===== config.mk =====
export PLATFORM = sky130hd
export DESIGN_NAME = counter_modulo_n
export DESIGN_NICKNAME = d
export VERILOG_FILES = /design/src/rtl/counter_modulo_n.sv
export SDC_FILE = /design/constraint.sdc
export NUM_CORES = 1
export LEC_CHECK = 0
export CAP_MARGIN = 0
export CELL_PAD_IN_SITES_DETAIL_PLACEMENT = 1
export CELL_PAD_IN_SITES_GLOBAL_PLACEMENT = 1
export CORE_MARGIN = 2
export CORE_UTILIZATION = 25
export CTS_CLUSTER_SIZE = 14
export DETAILED_ROUTE_END_ITERATION = 12
export PLACE_DENSITY_LB_ADDON = 0.1
export SYNTH_ARGS = -nofsm -noshare
export SYNTH_HDL_FRONTEND = slang
export SYNTH_SLANG_ARGS = --single-unit

===== constraint.sdc =====
create_clock -name clock_pos -period 1.86 [get_ports clock_pos]
set_input_delay 0.465 -clock clock_pos [delete_from_list [all_inputs] [get_ports clock_pos]]
set_output_delay 0.465 -clock clock_pos [all_outputs]
set_load 0.02 [all_outputs]

===== src/rtl/counter_modulo_n.sv =====
`default_nettype none
// ============================================================================
// Module   : counter_modulo_n
// Purpose  : Up/down modulo-N counter with synchronous load, optional
//            saturation at the limits, a zero-latency terminal indicator, a
//            one-cycle limit pulse and a sticky limit flag.
// Ports    : clock_pos      - clock, state updates on rising edge
//            reset_neg      - asynchronous active-low reset
//            bit_enable     - count enable
//            bit_up         - direction (1 = up, 0 = down)
//            bit_load       - synchronous load strobe (beats enable)
//            vector_load    - load value, clamped to MODULUS-1
//            bit_clear_flag - synchronous clear of bit_overflow
//            vector_out     - registered count, always in 0..MODULUS-1
//            bit_terminal   - count is at the limit for current direction
//            bit_wrap       - pulse in the cycle after a limit event
//            bit_overflow   - sticky limit-event flag
// Revision : 1.0 - initial release
// ============================================================================
module counter_modulo_n #(
    parameter int WIDTH    = 4,
    parameter int MODULUS  = 16,
    parameter int SATURATE = 0
) (
    input  logic             clock_pos,
    input  logic             reset_neg,
    input  logic             bit_enable,
    input  logic             bit_up,
    input  logic             bit_load,
    input  logic [WIDTH-1:0] vector_load,
    input  logic             bit_clear_flag,
    output logic [WIDTH-1:0] vector_out,
    output logic             bit_terminal,
    output logic             bit_wrap,
    output logic             bit_overflow
);

    // MODULUS may equal 2^WIDTH, so MODULUS-1 always fits in WIDTH bits while
    // MODULUS itself might not; the load clamp compares at 32 bits instead.
    localparam logic [WIDTH-1:0] c_MAX   = WIDTH'(MODULUS - 1);
    localparam logic [WIDTH-1:0] c_ZERO  = '0;
    localparam logic [WIDTH-1:0] c_ONE   = WIDTH'(1);
    localparam logic [31:0]      c_MOD32 = 32'(MODULUS);
    localparam logic             c_SAT   = (SATURATE != 0);

    logic [WIDTH-1:0] r_count;
    logic             r_wrap;
    logic             r_overflow;

    logic [WIDTH-1:0] w_count_nxt;
    logic [WIDTH-1:0] w_load_val;
    logic [31:0]      w_load_ext;
    logic             w_at_max;
    logic             w_at_zero;
    logic             w_terminal;
    logic             w_limit;

    assign w_at_max   = (r_count == c_MAX);
    assign w_at_zero  = (r_count == c_ZERO);
    assign w_terminal = bit_up ? w_at_max : w_at_zero;

    // A limit event covers both a real wrap and a blocked saturating step;
    // a load edge never counts as one.
    assign w_limit    = bit_enable & ~bit_load & w_terminal;

    assign w_load_ext = 32'(vector_load);
    assign w_load_val = (w_load_ext < c_MOD32) ? vector_load : c_MAX;

    always_comb begin
        w_count_nxt = r_count;
        if (bit_load) begin
            w_count_nxt = w_load_val;
        end else if (bit_enable) begin
            if (bit_up) begin
                if (w_at_max) begin
                    w_count_nxt = c_SAT ? c_MAX : c_ZERO;
                end else begin
                    w_count_nxt = r_count + c_ONE;
                end
            end else begin
                if (w_at_zero) begin
                    w_count_nxt = c_SAT ? c_ZERO : c_MAX;
                end else begin
                    w_count_nxt = r_count - c_ONE;
                end
            end
        end
    end

    always_ff @(posedge clock_pos or negedge reset_neg) begin
        if (!reset_neg) begin
            r_count    <= c_ZERO;
            r_wrap     <= 1'b0;
            r_overflow <= 1'b0;
        end else begin
            r_count <= w_count_nxt;
            r_wrap  <= w_limit;
            // Set has priority over clear when both land on the same edge.
            if (w_limit) begin
                r_overflow <= 1'b1;
            end else if (bit_clear_flag) begin
                r_overflow <= 1'b0;
            end
        end
    end

    assign vector_out   = r_count;
    assign bit_terminal = w_terminal;
    assign bit_wrap     = r_wrap;
    assign bit_overflow = r_overflow;

endmodule
`default_nettype wire


Word level (Yosys, flattened, before mapping)
Cells that the tools add are included.
- bitwise operators: 3
- magnitude comparators: 1
- multiply operators: 0
- add/sub/neg operators: 2
- div/mod/pow operators: 0
- shift operators: 0
- reductions and logical operators: 3
- equality and inequality tests: 1
- muxes and demuxes: 9
- operator list (cell ; number):
    4-bit two-way mux ; 6
    4-bit by 5-bit < comparator with 1-bit output (second input constant) ; 1
    4-bit by 1-bit adder with 4-bit output (second input constant) ; 1
    4-bit == test (second input constant) ; 1
    4-bit zero test ; 1
    2-bit nonzero test ; 2
    4-bit by 1-bit subtractor with 4-bit output (second input constant) ; 1
    1-bit two-way mux ; 3
    1-bit AND ; 2
    1-bit NOT ; 1
- memory bits (read-only): 0
- flip-flop bits (word level): 6
- bits of input ports: 10
- output and inout bits: 7
- memory bits (writable): 0
- latch bits: 0
- memories kept: 0

Longest topological paths before layout
Gate-level depths: netlist of run 1.
- depth in word-level cells: 5
- depth in mapped cells: 7
- mapped depth without buffers: 6

Least setup slack after synthesis of run 1
OpenSTA, ideal clock, no wires.
- path kind: reg-to-output
- start: reg r_count[0], in the netlist vector_out[0]
- end: out bit_terminal
- buffers on the path: 1
- required time: 1395 ps
- cell stages (with the launch flop): 6
- arrival time: 1516 ps
- slack: -121 ps
- path through: dfrtp_1 -> clkbuf_1 -> inv_1 -> ha_1 -> or3b_4 -> o21ai_2
- cells in the longest elaborated chain, start to end: 2
- elaborated cells on any way between the ends: 3
- classes of those cells: eq/ne: 1; mux: 1; reduce/logical: 1
- RTL lines (what ; RTL line ; text):
    from (decl) ; 46 ; logic [WIDTH-1:0] r_count;
    from (signal assigned) ; 92 ; r_count <= c_ZERO;
    from (signal assigned) ; 96 ; r_count <= w_count_nxt;
    4-bit == test or 4-bit zero test (tied branches) ; 58, 59 ;
    1-bit two-way mux (*) ; 60 ; assign w_terminal = bit_up ? w_at_max : w_at_zero;
    to (decl) ; 33 ; output logic bit_terminal,
Mark *: on every way between the ends. The rest lies on a longest branch, timed or not.

Worst setup path in the final report of run 1
Same ends and word-level chain as after synthesis.

==> metrics.txt, run 1 <==
RSZ-0062 raised after global routing true; PnR Total Power 491.6 uW; Worst Path Max Fanout 2; Bufs and invs on worst path 2; Leakage 0.3497 nW; VDD IR max 0.2771 mV; failing checks setup timing; Post-synth EDFFs 0; core area 0.001689 mm^2; clk slew on worst S/H paths 50 ps; all-layer global routing usage 13.05%; Worst Setup Start Kind register; setup TNS -120.3 ps; Seq/Total Area, Yosys 34.29%; ys async rst share 100.0%; Slew HR 76.63%; Slowest-stage cell, CP dfrtp_2; R2R Path End bit_overflow$_DFFE_PN0P_; Worst Hold Slack 447.2 ps; Starting Density 25.93%; Crit Reg-Reg Startpoint vector_out[0]$_DFFE_PN0P_; largest cells by area after synthesis dfrtp_1 34%, ha_1 5.7%, a21oi_1 4.6%; fin nets 86; DR iter-0 viols 1; die extent in x 45.86 um; Worst Path Class, Setup register to output pin; PortBufs 16; vias in the first global route 445; drt drc 0; layout cell share with drive strength beyond 1 32.88%; Worst Setup EP bit_terminal; final setup fails 1; largest net degree at the start of global routing 10; Seq cells post-synth 6; worst r2r path cells 8; vias post-DR 444; CP required 1390 ps; Crit path max-delay family flip-flops; # H-tree levels 1; CP Data Arrival Time 1520 ps; CP Depth 5; number of max-cap violations 0; First-pass DRT Iterations 3; Ports 17; Final Instance Area 721.9 um^2; total gr overflow 0; Die Ht 45.86 um; Cell variety after synth 28; Root Driver clkbuf_4; status complete, but fails checks; CP cell instances inv_4, ha_4, or3b_4, o21ai_4, buf_6; Post-Synthesis Cells 47; fin crit share 106.5%; ANT cells 0; number of antenna violations at the first check in global routing 0; drt total wl 1.146 mm; Synth Area per Inst 9.317 um^2; detailed placer's ending HPWL 912.6 um; Fin. Hold Viols 0; die area 0.002103 mm^2; CTS max path bufs 2; Final min period 1980 ps; Fmax achieved 505.0 MHz; first-pass GRT wire length 1.911 mm; Setup crit end kind output pin; HP Class primary input to async pin; CP startpoint vector_out[0]$_DFFE_PN0P_; Max Slew Vio Count 0; TritonCTS clock tree yes; Post-Syn Nets 59; Yosys top cell area share 34.29%; pwr/cell area 681.0 mW/mm^2; Util after Layout 42.74%; wire length per cell 12.73 um; post-synth top area cell dfrtp_1; max incr delay on CP 420 ps; Routed Antenna Nets 0; Worst-Skew Late Latency 250 ps; Rows 15; yosys warns 0; Worst Clk Skew 12.01 ps; placed cell areas 685.7 um^2; total CTS buffers 3; Final Wtd Congestion 0.7313; worst reg2reg setup slack 180 ps; Num Clock Sinks 6; Area Growth Syn to Fin 64.86%; post-route setup slack -120.3 ps; cell area after synthesis 437.9 um^2; Primary FF master, synth dfrtp_1; vias per cell 4.933; worst-margin pin slew 349.5 ps
[layer usage]
layer	wire length, um	GRT usage [%]
met5	0	0
met4	0	3.429
met3	62	5.952
met2	567	20.28
met1	516	16.23
[Yosys cell counts, drive strengths merged, types with 2 or more instances]
cell type	count
clkbuf	2
a21o	2
dfrtp	6
nand2	3
inv	4
o31ai	2
nor2	2
a21oi	4
buf	2
o21ai	5
ha	2
[repair_timing]
action                                  4_1_cts  5_1_grt
gates resized for setup                       9        3
pin swaps                                     2        0
endpoints found under the setup margin        3        3
setup buffers                                 1        0
hold buffers                                  0        0
[through the flow]
stage               instances  worst slack, ps
detailed placement         85           -672.5
floorplan                  47            1.565
CTS                        90           -133.2
finish                     90           -120.3
global route               90           -172.8
global placement           85           -644.5
[state kept, by name, summed over array words and instances, names as in the netlist]
register,cells
bit_wrap,1
vector_out,4
bit_overflow,1
[cell type report]
class | count | area (um^2)
multi-input cells | 33 | 267.8
inverters | 4 | 17.52
fillers | 205 | 967.2
repair buffers | 26 | 237.7
flip-flops and latches | 6 | 151.4
well taps | 17 | 21.27
clock buffers | 4 | 26.28
[power breakdown]
group | leakage, nW | total [mW] | internal [mW] | switching, mW
registers | 0.0744 | 0.154 | 0.144 | 0.0108
clock network | 0.0150 | 0.131 | 0.0814 | 0.0496
logic | 0.260 | 0.206 | 0.108 | 0.0982
[cells in the final DEF (no fill, tap or decap), drive strengths merged]
cell and n:
buf 11, clkdlybuf4s50 10, dfrtp 6, o21ai 5, a21oi 4, clkbuf 4, inv 4, nand2 3
dlygate4sd2 3, o31ai 2, a21o 2, nor2 2, dlymetal6s2s 2, ha 2, or3b 1, nand4 1
nor3b 1, o21ba 1, a21boi 1, nand3 1, o221ai 1, nor2b 1, xor2 1, a31o 1
a221oi 1, mux2i 1, xnor2 1
[worst min-delay path by stage]
stage | to | slack [ps] | cells after the start
2_1_floorplan | bit_overflow$_DFFE_PN0P_ | 170 | 0
3_3_place_gp | bit_overflow$_DFFE_PN0P_ | 460 | 1
3_5_place_dp | bit_overflow$_DFFE_PN0P_ | 470 | 1
4_1_cts | bit_wrap$_DFF_PN0_ | 450 | 1
5_1_grt | bit_wrap$_DFF_PN0_ | 460 | 1
6_report | bit_wrap$_DFF_PN0_ | 450 | 1
[cell families (layout without fill, tap and decap cells)]
| kind of cell | Yosys count | count (layout) | synth area share [%] |
|---|---|---|---|
| buffers and inverters | 8 | 34 | 9.139 |
| XOR/XNOR | 2 | 2 | 4.001 |
| adder cells (fa/ha/maj) | 2 | 2 | 5.713 |
| multiplexers | 1 | 1 | 2.286 |
| flip-flops | 6 | 6 | 34.28 |
| AO/OA/AOI/OAI | 18 | 18 | 29.43 |
| AND/OR/NAND/NOR | 10 | 10 | 15.14 |
Power figures use the tool's default switching activity.
==> inputs of run 2 (changes only) <==
==> constraint.sdc (replaced) <==
create_clock -name clock_pos -period 1.7 [get_ports clock_pos]
set_input_delay 0.425 -clock clock_pos [delete_from_list [all_inputs] [get_ports clock_pos]]
set_output_delay 0.425 -clock clock_pos [all_outputs]
set_load 0.02 [all_outputs]
==> metrics.txt, run 2 (synthesis results as in run 1) <==
status complete, but fails checks (unchanged); failing checks setup timing (unchanged); First-pass DRT Iterations 2 (was 3); detailed placer's ending HPWL 903.5 um (was 912.6 um); all-layer global routing usage 13.40% (was 13.05%); fin crit share 114.5%; core area 0.001689 mm^2 (unchanged); first-pass GRT wire length 1.980 mm (was 1.911 mm); Starting Density 25.93% (unchanged); number of max-cap violations 0 (unchanged); total CTS buffers 3 (unchanged); clk slew on worst S/H paths 50 ps (about the same); # H-tree levels 1 (unchanged); HP Class primary input to async pin (unchanged); Max Slew Vio Count 0 (unchanged); Worst Path Class, Setup register to output pin (unchanged); worst r2r path cells 9 (was 8); Final Wtd Congestion 0.6824 (was 0.7313); CP required 1270 ps (was 1390 ps); vias post-DR 452 (was 444); VDD IR max 0.3813 mV (was 0.2771 mV); TritonCTS clock tree yes (unchanged); DR iter-0 viols 3 (was 1); multi-input combinational cell area 290.3 um^2 (was 267.8 um^2); Leakage 0.3489 nW (was 0.3497 nW); number of antenna violations at the first check in global routing 0 (unchanged); commonest non-fill, non-tap cell in the layout buf_4; commonest non-fill, non-tap cells in the layout 12 x buf_4, 10 x clkdlybuf4s50_1, 5 x dfrtp_1, 4 x a21oi_1, 4 x dlygate4sd2_1 (was 10 x clkdlybuf4s50_1, 10 x buf_4, 5 x dfrtp_1, 4 x a21oi_1); largest net degree at the start of global routing 10 (unchanged); PortBufs 16 (unchanged); Num Clock Sinks 6 (unchanged); CP Data Arrival Time 1520 ps (about the same); number of hold buffers added after CTS 0 (unchanged); RSZ-0062 raised after global routing true (unchanged); Setup crit end kind output pin (unchanged); Root Driver clkbuf_4 (unchanged); Area Growth Syn to Fin 75.43% (was 64.86%); Worst Clk Skew 12.09 ps (was 12.01 ps); worst-margin pin slew 342.7 ps (was 349.5 ps); post-route setup slack -245.8 ps (was -120.3 ps); total of fill cells in the finished design 201 (was 205); Routed Antenna Nets 0 (unchanged); fin nets 89 (was 86); total gr overflow 0 (unchanged); Fin. Hold Viols 0 (unchanged); PnR Total Power 565.2 uW (was 491.6 uW); CTS max path bufs 2 (unchanged); final setup fails 2 (was 1); vias in the first global route 473 (was 445); Ports 17 (unchanged); Slew HR 77.08% (was 76.63%); die extent in x 45.86 um (unchanged); ANT cells 0 (unchanged); Rows 15 (unchanged); Largest register FFs 4 (unchanged); die area 0.002103 mm^2 (unchanged); Worst Setup Start Kind register (unchanged); Register Area 151.4 um^2 (unchanged); wire length per cell 13.25 um (was 12.73 um); vias per cell 4.860 (was 4.933); Worst Path Max Fanout 2 (unchanged); drt total wl 1.232 mm (was 1.146 mm); layout cell share with drive strength beyond 1 39.47% (was 32.88%); Worst-Skew Late Latency 250 ps (about the same); pwr/cell area 735.7 mW/mm^2 (was 681.0 mW/mm^2); drt drc 0 (unchanged); Die Ht 45.86 um (unchanged); Fmax achieved 513.9 MHz; Final min period 1946 ps; Worst Hold Slack 406.6 ps (was 447.2 ps)
==> run 2: report_power, final <==
part	switching, mW	internal [mW]	leakage (nW)
logic	0.118	0.133	0.260
registers	0.0122	0.157	0.0744
clock network	0.0555	0.0891	0.0150
==> run 2: cell type report <==
cell class | instances | area share, %
Clock buffer | 4 | 3.420
Multi-Input combinational cell | 33 | 37.78
Inverter | 4 | 2.280
Timing Repair Buffer | 29 | 34.04
Sequential cell | 6 | 19.71
Tap cell | 17 | 2.769
==> run 2: final timing paths <==
path	start	end	slack, ps
max in group asynchronous	reset_neg	vector_out[0]$_DFFE_PN0P_	1070
worst min register to register	bit_overflow$_DFFE_PN0P_	bit_overflow$_DFFE_PN0P_	480
worst max-delay path	vector_out[0]$_DFFE_PN0P_	bit_terminal	-250
worst max register to register	vector_out[0]$_DFFE_PN0P_	bit_overflow$_DFFE_PN0P_	0
worst min-delay path	reset_neg	bit_overflow$_DFFE_PN0P_	410
min in group clock_pos	bit_overflow$_DFFE_PN0P_	bit_overflow$_DFFE_PN0P_	480
==> run 2: worst max-delay path, cell delays in order, from the launching register on <==
cell	delay, ps
dfrtp_2	430
inv_4	60
ha_4	110
or3b_4	390
o21ai_4	140
buf_6	130
==> run 2: metal layers <==
metal / vias up / GRT usage [%] / part of all wire, %
met5: - / 0 / 0
met4: 0 / 3.429 / 0
met3: 0 / 6.349 / 6.6
met2: 17 / 22.78 / 51
met1: 210 / 14.87 / 42
li1: 225 / - / -
==> run 2: timing repair <==
item	4_1_cts	5_1_grt
resized for setup	11	9
setup buffers	1	3
hold endpoints to repair	0	0
pin swaps	2	4
setup endpoints to repair	5	5
==> run 2: stage by stage <==
stage	util [%]	std cells	area, um^2	TNS [ps]	setup WS [ps]
3_3_place_gp	40.59	85	685.7	-1152	-723.9
3_5_place_dp	40.59	85	685.7	-1317	-761.2
2_1_floorplan	-	47	471.7	-187.5	-118.4
6_report	45.48	93	768.2	-245.9	-245.8
4_1_cts	42.30	90	714.4	-257.2	-257.2
5_1_grt	45.48	93	768.2	-466.8	-298.3
==> inputs of run 3 (changes only) <==
--- a/config.mk
+++ b/config.mk
@@ -5,6 +5,7 @@
 export SDC_FILE = /design/constraint.sdc
 export NUM_CORES = 1
 export LEC_CHECK = 0
+export ABC_AREA = 0
 export CAP_MARGIN = 0
 export CELL_PAD_IN_SITES_DETAIL_PLACEMENT = 1
 export CELL_PAD_IN_SITES_GLOBAL_PLACEMENT = 1
@@ -12,7 +13,8 @@
 export CORE_UTILIZATION = 25
 export CTS_CLUSTER_SIZE = 14
 export DETAILED_ROUTE_END_ITERATION = 12
-export PLACE_DENSITY_LB_ADDON = 0.1
+export DONT_BUFFER_PORTS = 1
+export PLACE_DENSITY = 0.54
 export SYNTH_ARGS = -nofsm -noshare
 export SYNTH_HDL_FRONTEND = slang
 export SYNTH_SLANG_ARGS = --single-unit
==> metrics.txt, run 3 (synthesis results as in run 1) <==
status complete, but fails checks (unchanged); failing checks setup timing (unchanged); Max Slew Vio Count 0 (unchanged); # H-tree levels 1 (unchanged); Worst Setup Start Kind register (unchanged); RSZ-0062 raised after global routing true (unchanged); worst reg2reg setup slack 40 ps (was 0 ps); total CTS buffers 3 (unchanged); Area Growth Syn to Fin 22.00% (was 75.43%); clk slew on worst S/H paths 50 ps (about the same); Worst Path Max Fanout 3 (was 2); Leakage 0.2363 nW (was 0.3489 nW); fin nets 66 (was 89); Root Driver clkbuf_4 (unchanged); Num Clock Sinks 6 (unchanged); Worst-Skew Late Latency 250 ps (about the same); Hold Crit Depth 1; Largest register FFs 4 (unchanged); VDD IR max 0.4918 mV (was 0.3813 mV); core area 0.001689 mm^2 (unchanged); wire length per cell 15.41 um (was 13.25 um); CTS max path bufs 2 (unchanged); First-pass DRT Iterations 4 (was 2); Final Instance Area 534.3 um^2 (was 768.2 um^2); commonest non-fill, non-tap cells in the layout 5 x dfrtp_1, 5 x buf_4, 4 x a21oi_1 (was 12 x buf_4, 10 x clkdlybuf4s50_1, 5 x dfrtp_1, 4 x a21oi_1, 4 x dlygate4sd2_1); Fin. Hold Viols 0 (unchanged); Slew HR 79.45% (was 77.08%); vias post-DR 361 (was 452); Starting Density 25.93% (unchanged); post-route setup slack -170.5 ps (was -245.8 ps); Final Wtd Congestion 0.6459 (was 0.6824); Rows 15 (unchanged); Ports 17 (unchanged); Setup crit end kind output pin (unchanged); all-layer global routing usage 11.67% (was 13.40%); PortBufs 0 (was 16); Fmax achieved 534.6 MHz (was 513.9 MHz); fin crit share 110.0% (was 114.5%); largest net degree at the start of global routing 10 (unchanged); die area 0.002103 mm^2 (unchanged); placed cell areas 488.0 um^2 (was 685.7 um^2); layout cell share with drive strength beyond 1 35.85% (was 39.47%); Hold Path Origin bit_load; worst-margin pin slew 307.2 ps (was 342.7 ps); vias per cell 5.157 (was 4.860); total of fill cells in the finished design 203 (was 201); DR iter-0 viols 12 (was 3); Worst Hold Path EP bit_wrap$_DFF_PN0_; placed insts 64 (was 85); drt drc 0 (unchanged); R2R Path End vector_out[0]$_DFFE_PN0P_ (was bit_overflow$_DFFE_PN0P_); pwr/cell area 902.6 mW/mm^2 (was 735.7 mW/mm^2); CP required 1270 ps (about the same); Die Ht 45.86 um (unchanged); Routed Antenna Nets 0 (unchanged); final setup fails 1 (was 2); drt total wl 1.079 mm (was 1.232 mm); Worst Clk Skew 1.118 ps (was 12.09 ps); worst r2r path cells 7 (was 9); number of max-cap violations 0 (unchanged); Worst Path Class, Setup register to output pin (unchanged); CP Data Arrival Time 1450 ps (was 1520 ps); die extent in x 45.86 um (unchanged); first-pass GRT wire length 1.718 mm (was 1.980 mm); Crit Reg-Reg Startpoint vector_out[1]$_DFFE_PN0P_ (was vector_out[0]$_DFFE_PN0P_); vias in the first global route 373 (was 473); detailed placer's ending HPWL 820.1 um (was 903.5 um); Final min period 1871 ps (was 1946 ps); number of antenna violations at the first check in global routing 0 (unchanged); HP Class primary input to register (was primary input to async pin); ANT cells 0 (unchanged); total gr overflow 0 (unchanged); fin cells 70 (was 93); TritonCTS clock tree yes (unchanged)
run 3: worst max-delay path by stage:
stage	start	to	slack (ps)	cells after the start
after CTS	vector_out[1]$_DFFE_PN0P_	bit_terminal	-190	4
after floorplan	vector_out[0]$_DFFE_PN0P_	bit_terminal	-120	5
after global placement	vector_out[1]$_DFFE_PN0P_	bit_terminal	40	4
final	vector_out[1]$_DFFE_PN0P_	bit_terminal	-170	4
after global routing	vector_out[1]$_DFFE_PN0P_	bit_terminal	-240	4
after detailed placement	vector_out[1]$_DFFE_PN0P_	bit_terminal	30	4
run 3: stage by stage:
| stage | TNS (ps) | setup slack [ps] | hold WS [ps] | total power, mW | utilization (%) |
|---|---|---|---|---|---|
| after floorplan | -187.5 | -118.4 | 129.4 | 0.3076 | - |
| after detailed placement | 0 | 29.25 | 129.5 | 0.3304 | 28.89 |
| after CTS | -185.1 | -185.1 | 235.7 | 0.4899 | 31.48 |
| after global placement | 0 | 44.03 | 129.5 | 0.3314 | 28.89 |
| final | -170.5 | -170.5 | 242.9 | 0.4822 | 31.63 |
| after global routing | -280.5 | -237.4 | 223.5 | 0.5219 | 31.63 |
run 3: layer usage:
| layer | part of all wire [%] | vias to the layer above | track usage, % |
|---|---|---|---|
| met5 | 0 | - | 0 |
| met4 | 0.83 | 0 | 1.714 |
| met3 | 7.7 | 2 | 5.952 |
| met2 | 47 | 13 | 17.50 |
| met1 | 45 | 166 | 15.20 |
| li1 | - | 180 | - |
run 3: repair_timing:
| item | in CTS | in global routing |
|---|---|---|
| setup buffers | 1 | 0 |
| resized for setup | 1 | 1 |
| endpoints found under the setup margin | 1 | 3 |
| endpoints found under the hold margin | 6 | 0 |
| hold buffers | 1 | 0 |
| pin swaps | 1 | 3 |
run 3: final cells by class:
| type | count | area [um^2] | share of cell area (%) |
|---|---|---|---|
| repair buffers | 6 | 47.55 | 8.899 |
| multi-input cells | 33 | 270.3 | 50.59 |
| well taps | 17 | 21.27 | 3.981 |
| clock buffers | 4 | 26.28 | 4.918 |
| flip-flops and latches | 6 | 151.4 | 28.34 |
| inverters | 4 | 17.52 | 3.279 |
run 3: report_power, final:
part / total (mW) / internal [mW] / switching [mW]
combinational: 0.161 / 0.0734 / 0.0881
sequential: 0.174 / 0.157 / 0.0168
clock: 0.147 / 0.0893 / 0.0578
run 3: critical path, cell delays in order (launching register included):
cell and delay, ps:
dfrtp_1 390, inv_2 70, ha_4 130, or3b_4 390, o21ai_4 220
